**config.mk**
```make
export PLATFORM = sky130hd
export DESIGN_NAME = word_bank
export DESIGN_NICKNAME = d
export VERILOG_FILES = /design/src/rtl/word_bank_pkg.sv /design/src/rtl/btn_edge_sync.sv /design/src/rtl/word_bank.sv
export SDC_FILE = /design/constraint.sdc
export NUM_CORES = 1
export LEC_CHECK = 0
export BUFFER_PORTS_ARGS = -buffer_cell sky130_fd_sc_hd__buf_4
export CORE_MARGIN = 3
export CORE_UTILIZATION = 55
export DETAILED_ROUTE_END_ITERATION = 8
export GPL_ROUTABILITY_DRIVEN = 0
export PLACE_DENSITY = 0.81
export SETUP_SLACK_MARGIN = 0.3
export SLEW_MARGIN = 20
export SYNTH_ARGS = -nofsm -noshare
export SYNTH_HDL_FRONTEND = slang
export SYNTH_HIERARCHICAL = 1
export SYNTH_SLANG_ARGS = --single-unit
```
**constraint.sdc**
```tcl
create_clock -name clk -period 1.7 [get_ports clk]
set_clock_uncertainty 0.1 [all_clocks]
set_input_delay 0.34 -clock clk [delete_from_list [all_inputs] [get_ports clk]]
set_output_delay 0.34 -clock clk [all_outputs]
set_load 0.02 [all_outputs]
```
**src/rtl/word_bank_pkg.sv**
```systemverilog
// Shared defaults and helpers for the word_bank register memory.
package word_bank_pkg;

   localparam int unsigned WIDTH_DEF = 8;
   localparam int unsigned DEPTH_DEF = 4;
   localparam int unsigned CNT_W_DEF = 8;

   // Address width for a given depth; never narrower than one bit.
   function automatic int unsigned addr_w(input int unsigned depth);
      return (depth > 1) ? int'($clog2(depth)) : 1;
   endfunction

endpackage

```
**src/rtl/btn_edge_sync.sv**
```systemverilog
// Two-flop synchroniser plus rising-edge detector for a raw button level.
module btn_edge_sync (
   input  logic clk,
   input  logic rst_n,
   input  logic async_in,
   output logic pulse
);

   logic s1;
   logic s2;
   logic s3;

   always_ff @(posedge clk or negedge rst_n) begin
      if (!rst_n) begin
         s1 <= 1'b0;
         s2 <= 1'b0;
         s3 <= 1'b0;
      end else begin
         s1 <= async_in;
         s2 <= s1;
         s3 <= s2;
      end
   end

   // One cycle high on the first synchronised high sample only.
   assign pulse = s2 & ~s3;

endmodule

```
**src/rtl/word_bank.sv**
```systemverilog
// Flop-based word memory written by a synchronised button press, with valid
// tracking, synchronous clear, write-first registered read and a write counter.
module word_bank
   import word_bank_pkg::*;
#(
   parameter  int unsigned WIDTH  = WIDTH_DEF,
   parameter  int unsigned DEPTH  = DEPTH_DEF,
   parameter  int unsigned CNT_W  = CNT_W_DEF,
   localparam int unsigned ADDR_W = addr_w(DEPTH)
) (
   input  logic              clk,
   input  logic              rst_n,
   input  logic [WIDTH-1:0]  wr_data,
   input  logic [ADDR_W-1:0] wr_addr,
   input  logic              store_btn,
   input  logic              clear,
   input  logic [ADDR_W-1:0] rd_addr,
   output logic [WIDTH-1:0]  rd_data,
   output logic              rd_valid,
   output logic              full,
   output logic              wr_pulse,
   output logic [CNT_W-1:0]  wr_count
);

   localparam logic [ADDR_W:0]  DEPTH_V = (ADDR_W+1)'(DEPTH);
   localparam logic [CNT_W-1:0] CNT_MAX = '1;

   logic [WIDTH-1:0] mem [DEPTH];
   logic [DEPTH-1:0] valid;

   logic             wr_en;
   logic             rd_ok;
   logic [WIDTH-1:0] rd_data_nxt;
   logic             rd_valid_nxt;

   btn_edge_sync u_btn (
      .clk      (clk),
      .rst_n    (rst_n),
      .async_in (store_btn),
      .pulse    (wr_pulse)
   );

   // Accepted write: clear wins, out-of-range addresses are dropped.
   always_comb begin
      wr_en        = wr_pulse & ~clear & ({1'b0, wr_addr} < DEPTH_V);
      rd_ok        = ({1'b0, rd_addr} < DEPTH_V);
      rd_data_nxt  = '0;
      rd_valid_nxt = 1'b0;
      if (!clear) begin
         if (wr_en && (wr_addr == rd_addr)) begin
            rd_data_nxt  = wr_data;
            rd_valid_nxt = 1'b1;
         end else if (rd_ok) begin
            rd_data_nxt  = mem[rd_addr];
            rd_valid_nxt = valid[rd_addr];
         end
      end
   end

   always_ff @(posedge clk or negedge rst_n) begin
      if (!rst_n) begin
         mem   <= '{default: '0};
         valid <= '0;
      end else if (clear) begin
         mem   <= '{default: '0};
         valid <= '0;
      end else if (wr_en) begin
         mem[wr_addr]   <= wr_data;
         valid[wr_addr] <= 1'b1;
      end
   end

   always_ff @(posedge clk or negedge rst_n) begin
      if (!rst_n) begin
         rd_data  <= '0;
         rd_valid <= 1'b0;
      end else begin
         rd_data  <= rd_data_nxt;
         rd_valid <= rd_valid_nxt;
      end
   end

   // Saturating count of accepted writes; clear leaves it alone.
   always_ff @(posedge clk or negedge rst_n) begin
      if (!rst_n) begin
         wr_count <= '0;
      end else if (wr_en && (wr_count != CNT_MAX)) begin
         wr_count <= wr_count + CNT_W'(1);
      end
   end

   assign full = &valid;

endmodule

```
Yosys cells after proc, flatten, opt, wreduce, memory -nomap -nowiden

Index checks and enable logic that the tools add are counted.

Output and inout bits: 19
Bits in registers: 56
Logic and storage cells: 51
Input port bits: 16

Equality and inequality tests: 2
$add $sub $neg: 1
Order comparisons: 6
Bitwise logic cells: 7
Multiplexer cells: 18
Reductions and logical operators: 6

Operators by type and width:

| kind                                                               | count |
|---|---|
| 2-to-1 mux 32 bit                                                  | 2 |
| 2-to-1 mux 8 bit                                                   | 5 |
| bitwise mux 32 bit                                                 | 1 |
| binary-select mux 8 bit (select 2 bit)                             | 1 |
| demux 8 bit (select 2 bit)                                         | 1 |
| adder 8 x 1 -> 8 bit (second input constant)                       | 1 |
| 2-to-1 mux 4 bit                                                   | 2 |
| != test 8 bit (second input constant)                              | 1 |
| greater-or-equal comparator 3 bit (second input constant)          | 2 |
| less-than comparator 2 x 3 -> 1 bit (second input constant)        | 2 |
| inverter 2 -> 3 bit                                                | 2 |
| logical AND 1 bit                                                  | 4 |
| 2-to-1 mux 1 bit                                                   | 4 |
| bitwise OR 4 bit                                                   | 1 |
| AND reduction 4 bit                                                | 1 |
| less-than comparator 3 x 1 -> 1 bit (second input constant)        | 1 |
| bitwise AND 1 bit                                                  | 2 |
| binary-select mux 1 bit (select 2 bit)                             | 1 |
| demux 1 bit (select 2 bit)                                         | 1 |
| == test 2 bit                                                      | 1 |
| greater-or-equal comparator 2 x 1 -> 1 bit (second input constant) | 1 |
| inverter 1 bit                                                     | 2 |
| nonzero test 2 bit                                                 | 1 |

Depth between registers and ports, before layout

Gate-level depths: netlist of the first run.

Depth after elaboration: 8
Depth in mapped cells: 5
Gate-level depth less buffers: 4

By module

The synthesis of the first run kept the hierarchy.

By module, submodules not included:

| module        | area each (um^2) | sequential area each (um^2) | instances | cells each |
|---|---|---|---|---|
| word_bank     | 2,562.5          | 1,326.3                     | 1         | 223 |
| btn_edge_sync | 88.8             | 75.1                        | 1         | 4 |

Worst setup path after synthesis of the first run

OpenSTA, ideal clock, no wires.

Path kind: register to register
From: register wr_count[0]
To: register wr_count[6]
Required time: 1.475 ns
Buffers on the path: 0
Arrival time: 1.431 ns
Period minus slack after synthesis: 1.656 ns
Stages on the path, launching flop included: 5
Setup slack: 0.044 ns
Setup time: 0.125 ns
Cell sequence: dfrtp_1 > ha_1 > nand3_1 > nor3_1 > mux2_2

Cells in the longest elaborated chain, start to end: 2
Elaborated cells on any way between the ends: 3
Classes of those cells: add/sub: 1; eq/ne: 1; reduce/logical: 1

RTL lines:

| what                                                         | RTL line        | source |
|---|---|---|
| from (decl)                                                  | word_bank.sv:22 | `output logic [CNT_W-1:0] wr_count` |
| from (signal assigned)                                       | word_bank.sv:88 | `wr_count <= wr_count + CNT_W'(1);` |
| branches (longest 2 deep; another with adder 8 x 1 -> 8 bit) | n/a             |  |

Parallel ways; which one is timed is not known.
A chain may end at the register's enable or synchronous reset.

Final worst setup path of the first run

From: register u_btn.s3
To: output port wr_pulse

Cells in the longest elaborated chain, start to end: 2

RTL lines:

| what                   | RTL line            | source |
|---|---|---|
| from (decl)            | btn_edge_sync.sv:11 | `logic s3;` |
| from (signal assigned) | btn_edge_sync.sv:17 | `s3 <= 1'b0;` |
| from (signal assigned) | btn_edge_sync.sv:21 | `s3 <= s2;` |
| inverter 1 bit         | btn_edge_sync.sv:26 | `assign pulse = s2 & ~s3;` |
| bitwise AND 1 bit      | btn_edge_sync.sv:26 |  |
| to (decl)              | word_bank.sv:21     | `output logic wr_pulse,` |

No other way between the ends.

==> metrics.txt, run 1 <==
Cell Area, Synth=2650 um^2; P per Cell Area=889 nW/um^2; fmax=643 MHz; input/output buffers=34; Area contributors post-synth=dfrtp_1 53%, mux2i_1 9.1%, mux4_2 6.8%, nor2_1 4.4%, a21oi_1 3.6%; clk_lat worst skew=0.31 ns; CORE AREA=4500 um^2; status=finished, final reports clean; vias per cell=5.98; reg2reg end=rd_data[0]; H-tree levels=2; RSZ-0062 raised after global routing=true; reg2reg setup slack=0.16 ns; Initial Utilization=58.9%; final setup fails=0; syn_area_per_cell=11.7 um^2; period utilization=91.4%; clk sink count=56; Critical Path AT=1.11 ns; crit-path max cell delay=0.41 ns; max_cap viols=0; root buffer cell=clkbuf_8; finished layout cell area=3350 um^2; die area=5690 um^2; non-filler cells, final=329; Fillers=290; max-slew violation count=0; ant diodes=0; pin count of the biggest net entering global routing=46; hold slack final=0.0369 ns; num rows=24; crit start category=flip-flop; Placement Cell Area=3050 um^2; Horiz. Die Dim=75.4 um; worst path required time=1.26 ns; GR Util All Layers=22.6%; register area=1410 um^2; WHS Endpoint=u_btn/s1; first-pass GRT wire length=9.54 mm; Distinct cells, synth=35; Area growth syn-to-layout=26.2%; post-route minimum period=1.55 ns; initial antenna violation count=0; Max Fanout on Critical Path=7; most frequent cells in the layout=49 x dfrtp_1, 46 x buf_4, 30 x nor2_1; total grt overflow=0; Post-DP HPWL=3.82 mm; DRT iter0 DRCs=142; multi-input logic area=1300 um^2; I/O pin count=35; Leak=1.57 nW; Pre-Repair DR Iteration Count=4; Reg2Reg Depth=5; Yosys top cell by area=dfrtp_1; CP Capture Type=output pin; dominant synthesized flop cell=dfrtp_1; synthesized net count=244; Worst VDD drop=0.634 mV; Top Family by Delay on Critical Path=flip-flops; top cell type's share of synthesized area=52.9%; Die H=75.4 um; TritonCTS Buffers=5; final hold viol count=0; Cells on Worst Hold Path=1; DRT Wirelength=6.24 mm; Clk pin slew, worst setup/hold paths=0.10 ns; Async SR Flop Fraction=100%; CP Class=reg2out; Final ANT Viol Nets=0; Cells after DPL=310; Max-slew headroom=63.3%; worst reg2reg startpoint=u_btn/s3; Final TNS setup=0 ns; number of enable flip-flop cells after synthesis=0; vias=1968; vias in the first global route=1888; critical path cell sequence=nor2b_4, buf_4; Critical-path top delay cell=dfrtp_1; sequential area share after synthesis=52.9%; layout cells sized above 1=39.0%; hold_sp=store_btn; WP buf/inv=1; commonest non-fill, non-tap cell in the layout=dfrtp_1; Tot Pwr=0.00298 W; CTS tree=yes; worst-margin pin slew=0.550 ns; wire per inst=19.0 um; Synth Warn #=6; DRC errors left=0; min-delay worst type=in2reg; Nets=293; flops & latches, synth=56; maximum buffer depth of the clock tree=2; Post-Syn Instances=227
-- layer usage --
metal	up-vias	GRT usage, %	share of wire, %
li1	903	-	-
met1	980	29.4	40
met2	71	39.4	52
met3	14	4.22	6.4
met4	0	5.44	1.9
met5	-	0	0
-- cell families (layout without fill, tap and decap cells) --
group	after synthesis	count (layout)	share of synthesized area, %
multiplexers	37	37	18.5
buffers and inverters	18	67	3.68
adder cells (fa/ha/maj)	1	1	0.472
flip-flops	56	56	52.9
XOR/XNOR	7	7	3.45
AND/OR/NAND/NOR	76	77	13.5
AO/OA/AOI/OAI	32	32	7.46
-- state kept, by name, indices dropped and copies added (netlist names) --
register  cells
rd_data       8
wr_count      8
u_btn/s1      1
rd_valid      1
valid         4
u_btn/s2      1
u_btn/s3      1
mem          32
-- synth_stat cells, types with 2 or more instances --
library cell and n:
a21oi_1 19, and3_1 2, buf_2 6, buf_4 4, clkbuf_1 3, dfrtp_1 56
inv_1 3, mux2_2 4, mux2i_1 24, mux4_2 8, nand2_1 21, nand2b_1 2
nand3_1 2, nand3b_1 2, nand4_1 9, nor2_1 31, nor3_1 2, o31ai_1 8
xnor2_1 3, xnor2_2 2, xor2_2 2
-- report_power, final --
group / switching, W / leakage [nW] / internal, W
Clock: 0.000429 / 0.0445 / 0.000332
Sequential: 0.000112 / 0.753 / 0.00143
Combinational: 0.000353 / 0.775 / 0.000323
Total: 0.000894 / 1.57 / 0.00208
-- what timing repair did --
item,in CTS,in global routing
cloned,0,2
pin swaps,3,5
buffers inserted,4,4
gates resized for setup,12,18
endpoints found under the setup margin,32,55
hold endpoints to repair,16,0
hold buffers,1,0
-- cell type report --
class,count,area share [%]
clock buffer,7,2.58
clock inverter,1,0.224
inverter,3,0.336
multi-input combinational,154,38.9
sequential,56,42.1
tap,52,1.94
timing repair buffer,56,13.9
-- through the flow --
stage	setup WS, ns	utilization [%]
after floorplan	0.169	-
after global placement	0.130	67.8
after detailed placement	0.103	67.8
after CTS	0.164	71.8
after global routing	0.106	74.3
final	0.146	74.3
-- how the worst max path moves through the flow --
stage,from,to,slack (ns),cells past startpoint
finish,u_btn/s3,wr_pulse,0.15,2
CTS,u_btn/s3,wr_count[7],0.16,4
floorplan,u_btn/s3,wr_count[7],0.17,4
detailed placement,rd_addr[0],rd_data[7],0.10,4
global route,u_btn/s3,mem[26],0.11,5
global placement,rd_addr[0],rd_data[7],0.13,4
No activity file was read; power rests on OpenSTA's default activity.
==> run 2: changes to the inputs <==
--- a/config.mk
+++ b/config.mk
@@ -10,7 +10,7 @@
 export CORE_UTILIZATION = 55
 export DETAILED_ROUTE_END_ITERATION = 8
 export GPL_ROUTABILITY_DRIVEN = 0
-export PLACE_DENSITY = 0.81
+export PLACE_DENSITY = 0.76
 export SETUP_SLACK_MARGIN = 0.3
 export SLEW_MARGIN = 20
 export SYNTH_ARGS = -nofsm -noshare
==> run 2 against run 1 <==
  * Largest cell class unchanged
  * Sequential power hardly changed
  * Highest routed layer unchanged
  * Critical path depth is 3 higher
  * Clock-buffer cell count decreased by 2
  * Critical path type is now reg2reg
  * Combinational power increased by 2%
  * Final area rose by 0.90%
  * Clock power increased by 9.6%
  * Register-to-register slack got worse by 0.03 ns
  * Global-route usage up 0.91 points
  * Flip-flop and latch count stayed put
  * First-iteration DRC count down 11%
==> metrics.txt, run 2 (synthesis gave the netlist of run 1 again) <==
max_cap viols=0; RSZ-0062 raised after global routing=true; die area=5690 um^2; Comb pwr share=22.4%; Cells on Worst Hold Path=1; Placement Cell Area=3070 um^2; Area growth syn-to-layout=27.4%; Clk pin slew, worst setup/hold paths=0.09 ns; layout cells sized above 1=39.0%; Pint=0.00217 W; vias per cell=6.01; worst path required time=1.79 ns; min-delay worst type=in2reg; total grt overflow=0; initial antenna violation count=0; H-tree levels=2; pin count of the biggest net entering global routing=43; Top Registers=mem (32), rd_data (8), wr_count (8); max reg flops=32; Final ANT Viol Nets=0; crit start category=flip-flop; ant diodes=0; Final TNS setup=0 ns; clk_lat worst skew=0.31 ns; DRT Wirelength=6.49 mm; maximum buffer depth of the clock tree=2; Cells after DPL=312; CTS tree=yes; Initial Utilization=58.9%; CORE AREA=4500 um^2; WHS Endpoint=u_btn/s1; non-filler cells, final=329; Top Family by Delay on Critical Path=simple AND/OR/NAND/NOR gates; final setup fails=0; root buffer cell=clkbuf_8; vias=1978; most frequent cells in the layout=50 x dfrtp_1, 46 x buf_4, 29 x nor2_1; TritonCTS Buffers=5; Critical-path top delay cell=dfrtp_1; crit-path max cell delay=0.40 ns; vias in the first global route=2009; post-route minimum period=1.57 ns; Post-DP HPWL=3.79 mm; DRC errors left=0; num rows=24; CP Capture Type=flip-flop; DRT iter0 DRCs=127; reg2reg setup slack=0.13 ns; wire per inst=19.7 um; switching part of the total=29.1%; CP Class=reg2reg; Horiz. Die Dim=75.4 um; worst-margin pin slew=0.585 ns; GR Util All Layers=23.5%; I/O pin count=35; critical path cell sequence=nor2b_4, nor3b_4, buf_6, mux2i_1, nor2_1; Worst VDD drop=0.636 mV; Reg2Reg Depth=5; first-pass GRT wire length=9.88 mm; Nets=295; Pre-Repair DR Iteration Count=4; Max-slew headroom=61.0%; Leak=1.57 nW; clk sink count=56; hold slack final=0.0411 ns; Critical Path AT=1.66 ns; finished layout cell area=3380 um^2; input/output buffers=34; status=finished, final reports clean; commonest non-fill, non-tap cell in the layout=dfrtp_1; period utilization=92.1%; Die H=75.4 um; P per Cell Area=907 nW/um^2; WP buf/inv=1; max-slew violation count=0; fmax=639 MHz; clock power share=27.2%; hold_sp=store_btn; Net Sw Power=0.000892 W; worst reg2reg startpoint=u_btn/s3; Max Fanout on Critical Path=7; Biggest register=mem; part of the power in registers=50.3%; reg2reg end=mem[24]; final hold viol count=0
[run 2: worst register-to-register path: cells and delay by family, from the launching register on]
family / cells / cell delay, ns
DFF: 1 / 0.40
muxes: 1 / 0.23
buffers and inverters: 1 / 0.18
and+or+nand+nor: 3 / 0.55
[run 2: final cells by class]
type / instances / area (um^2)
clock buffers: 5 / 68.8
flip-flops and latches: 56 / 1410
fillers: 287 / 1130
clock inverters: 1 / 30.0
well taps: 52 / 65.1
multi-input cells: 154 / 1310
repair buffers: 58 / 488
inverters: 3 / 11.3
[run 2: per-stage QoR]
| step | util [%] | power (W) | setup WS [ns] |
|---|---|---|---|
| detailed placement | 68.1 | 0.00214 | 0.0899 |
| floorplan | - | 0.00189 | 0.169 |
| global route | 75.0 | 0.00320 | 0.0556 |
| CTS | 72.8 | 0.00301 | 0.179 |
| global placement | 68.1 | 0.00213 | 0.141 |
| finish | 75.0 | 0.00306 | 0.135 |
[run 2: layer usage]
layer | wire (um) | global-route usage (%) | part of all wire (%) | vias to the layer above
met5 | 0 | 0 | 0 | -
met4 | 182 | 9.51 | 2.8 | 0
met3 | 272 | 4.62 | 4.2 | 16
met2 | 3300 | 37.9 | 51 | 63
met1 | 2730 | 31.5 | 42 | 992
li1 | - | - | - | 907
[run 2: worst max path at each step]
stage,to,slack [ns],cells after the start,start
finish,mem[24],0.13,5,u_btn/s3
global route,mem[24],0.06,5,u_btn/s2
CTS,wr_count[7],0.18,4,u_btn/s3
detailed placement,rd_data[2],0.09,5,u_btn/s3
global placement,rd_data[7],0.14,4,rd_addr[0]
floorplan,wr_count[7],0.17,4,u_btn/s3
[run 2: power groups by stage]
stage | sequential, W | combinational (W) | clock, W
floorplan | 0.00161 | 0.000276 | 0
global placement | 0.00155 | 0.000577 | 0
detailed placement | 0.00155 | 0.000585 | 0
CTS | 0.00153 | 0.000636 | 0.000843
global route | 0.00156 | 0.000744 | 0.000903
finish | 0.00154 | 0.000688 | 0.000834
[run 2: what timing repair did]
action / in CTS / in global routing
hold buffers: 1 / 0
setup endpoints to repair: 35 / 55
pin swaps: 3 / 6
hold endpoints to repair: 14 / 0
gates cloned: 0 / 2
setup buffers: 6 / 2
gates resized for setup: 13 / 20
==> run 3: changes to the inputs <==
--- a/config.mk
+++ b/config.mk
@@ -6,12 +6,12 @@
 export NUM_CORES = 1
 export LEC_CHECK = 0
 export BUFFER_PORTS_ARGS = -buffer_cell sky130_fd_sc_hd__buf_4
+export CORE_ASPECT_RATIO = 0.8
 export CORE_MARGIN = 3
 export CORE_UTILIZATION = 55
 export DETAILED_ROUTE_END_ITERATION = 8
 export GPL_ROUTABILITY_DRIVEN = 0
 export PLACE_DENSITY = 0.76
-export SETUP_SLACK_MARGIN = 0.3
 export SLEW_MARGIN = 20
 export SYNTH_ARGS = -nofsm -noshare
 export SYNTH_HDL_FRONTEND = slang
==> run 3 against run 2 <==
  * Final area fell by 6.4%
  * Sequential share of layout area rose by 2.6 points
  * Largest cell class unchanged
  * Non-clock buffer count fell by 8
  * Highest routed layer unchanged
  * Clock-buffer cell count rose by 2
  * Cell count fell by 0.91%
  * Global-route usage fell by 1.0 points
  * Power fell by 7.4%
  * Utilization fell by 3.4 points
==> metrics.txt, run 3 (synthesis gave the netlist of run 1 again) <==
first-pass GRT wire length=9.83 mm; hold slack final=0.0364 ns; switching part of the total=28.6%; pre-CTS WS=0.102 ns; WHS Endpoint=u_btn/s1; worst-margin pin slew=0.462 ns; vias per cell=5.84; final hold viol count=0; pin count of the biggest net entering global routing=46; Worst VDD drop=0.583 mV; clock power share=27.2%; clk_lat worst skew=0.30 ns; P per Cell Area=898 nW/um^2; vias in the first global route=1857; Final ANT Viol Nets=0; input/output buffers=34; root buffer cell=clkbuf_8; Cells on Worst Hold Path=1; Post-DP HPWL=4.03 mm; reg2reg end=rd_data[5]; Net Sw Power=0.000812 W; CP Capture Type=flip-flop; CTS tree=yes; ant diodes=0; max reg flops=32; period utilization=94.6%; post-route minimum period=1.61 ns; Layout Utilization=71.6%; I/O pin count=35; CORE AREA=4410 um^2; crit start category=flip-flop; Pint=0.00203 W; Max-slew headroom=69.2%; Placement Cell Area=3030 um^2; min-delay worst type=in2reg; Comb pwr share=19.9%; initial antenna violation count=0; Horiz. Die Dim=83.6 um; final setup margin=0.0925 ns; Final TNS setup=0 ns; postcts setup bufs=0; DRT iter0 DRCs=187; Die H=68.1 um; fmax=622 MHz; Initial Utilization=60.1%; layout cells sized above 1=29.7%; part of the power in registers=52.8%; clk sink count=56; die area=5690 um^2; DRC errors left=0; Clk pin slew, worst setup/hold paths=0.09 ns; vias=1903; Critical Path AT=1.68 ns; Reg2Reg Depth=5; Area growth syn-to-layout=19.2%; RSZ-0062 raised after global routing=false; most frequent cells in the layout=56 x dfrtp_1, 47 x buf_4, 31 x nor2_1; worst reg2reg startpoint=u_btn/s3; Nets=286; CP Class=reg2reg; final setup fails=0; commonest non-fill, non-tap cell in the layout=dfrtp_1; Pre-Repair DR Iteration Count=4; wire per inst=18.0 um; max-slew violation count=0; hold_sp=store_btn; Leak=1.52 nW; status=finished, final reports clean; maximum buffer depth of the clock tree=2; Biggest register=mem; Max Fanout on Critical Path=8; max_cap viols=0; H-tree levels=2; num rows=21; GR Util All Layers=22.5%; reg2reg setup slack=0.09 ns; finished layout cell area=3160 um^2; total grt overflow=0; Top Registers=mem (32), rd_data (8), wr_count (8); worst path required time=1.77 ns; TritonCTS Buffers=5; DRT Wirelength=5.88 mm
==> run 3: stage by stage <==
step,total power (W),cells
5_1_grt,0.00297,326
3_5_place_dp,0.00208,318
2_1_floorplan,0.00182,227
3_3_place_gp,0.00207,318
4_1_cts,0.00285,326
6_report,0.00284,326
==> run 3: how the worst max path moves through the flow <==
stage	startpoint	to	slack, ns	cells after the start
final	u_btn/s3	rd_data[5]	0.09	5
after floorplan	wr_count[0]	wr_count[6]	0.04	4
after CTS	wr_count[0]	wr_count[6]	0.08	4
after global placement	wr_count[0]	wr_count[6]	0.13	4
after global routing	u_btn/s3	mem[26]	0.03	5
after detailed placement	wr_count[0]	wr_count[6]	0.10	4
==> run 3: metal layers <==
metal	GRT usage, %	share of wire, %	vias to the layer above
li1	-	-	883
met1	34.6	48	946
met2	31.7	45	67
met3	4.57	5.5	7
met4	7.63	1.1	0
met5	0	0	-
==> run 3: area by class of cell <==
class,count,area (um^2)
Tap cell,57,71.3
Timing Repair Buffer,50,403
Clock buffer,7,96.3
Sequential cell,56,1400
Inverter,3,11.3
Multi-Input combinational cell,153,1180
Fill cell,337,1250
==> run 3: critical path: stages (launching register included) <==
cell and delay, ns:
dfrtp_1 0.41, nor2b_4 0.23, nand2b_4 0.10, buf_4 0.18, o31ai_1 0.33, a21oi_1 0.12
==> run 3: repair_timing <==
action | CTS | global route
gates resized for setup | 0 | 4
endpoints found under the setup margin | 0 | 3
endpoints found under the hold margin | 22 | 0
hold buffers | 1 | 0
==> run 3: power groups by stage <==
stage	clock network (W)	logic [W]	registers (W)
after global routing	0.000836	0.000620	0.00152
after detailed placement	0	0.000562	0.00152
final	0.000772	0.000566	0.00150
after floorplan	0	0.000236	0.00158
after global placement	0	0.000554	0.00152
after CTS	0.000787	0.000566	0.00150
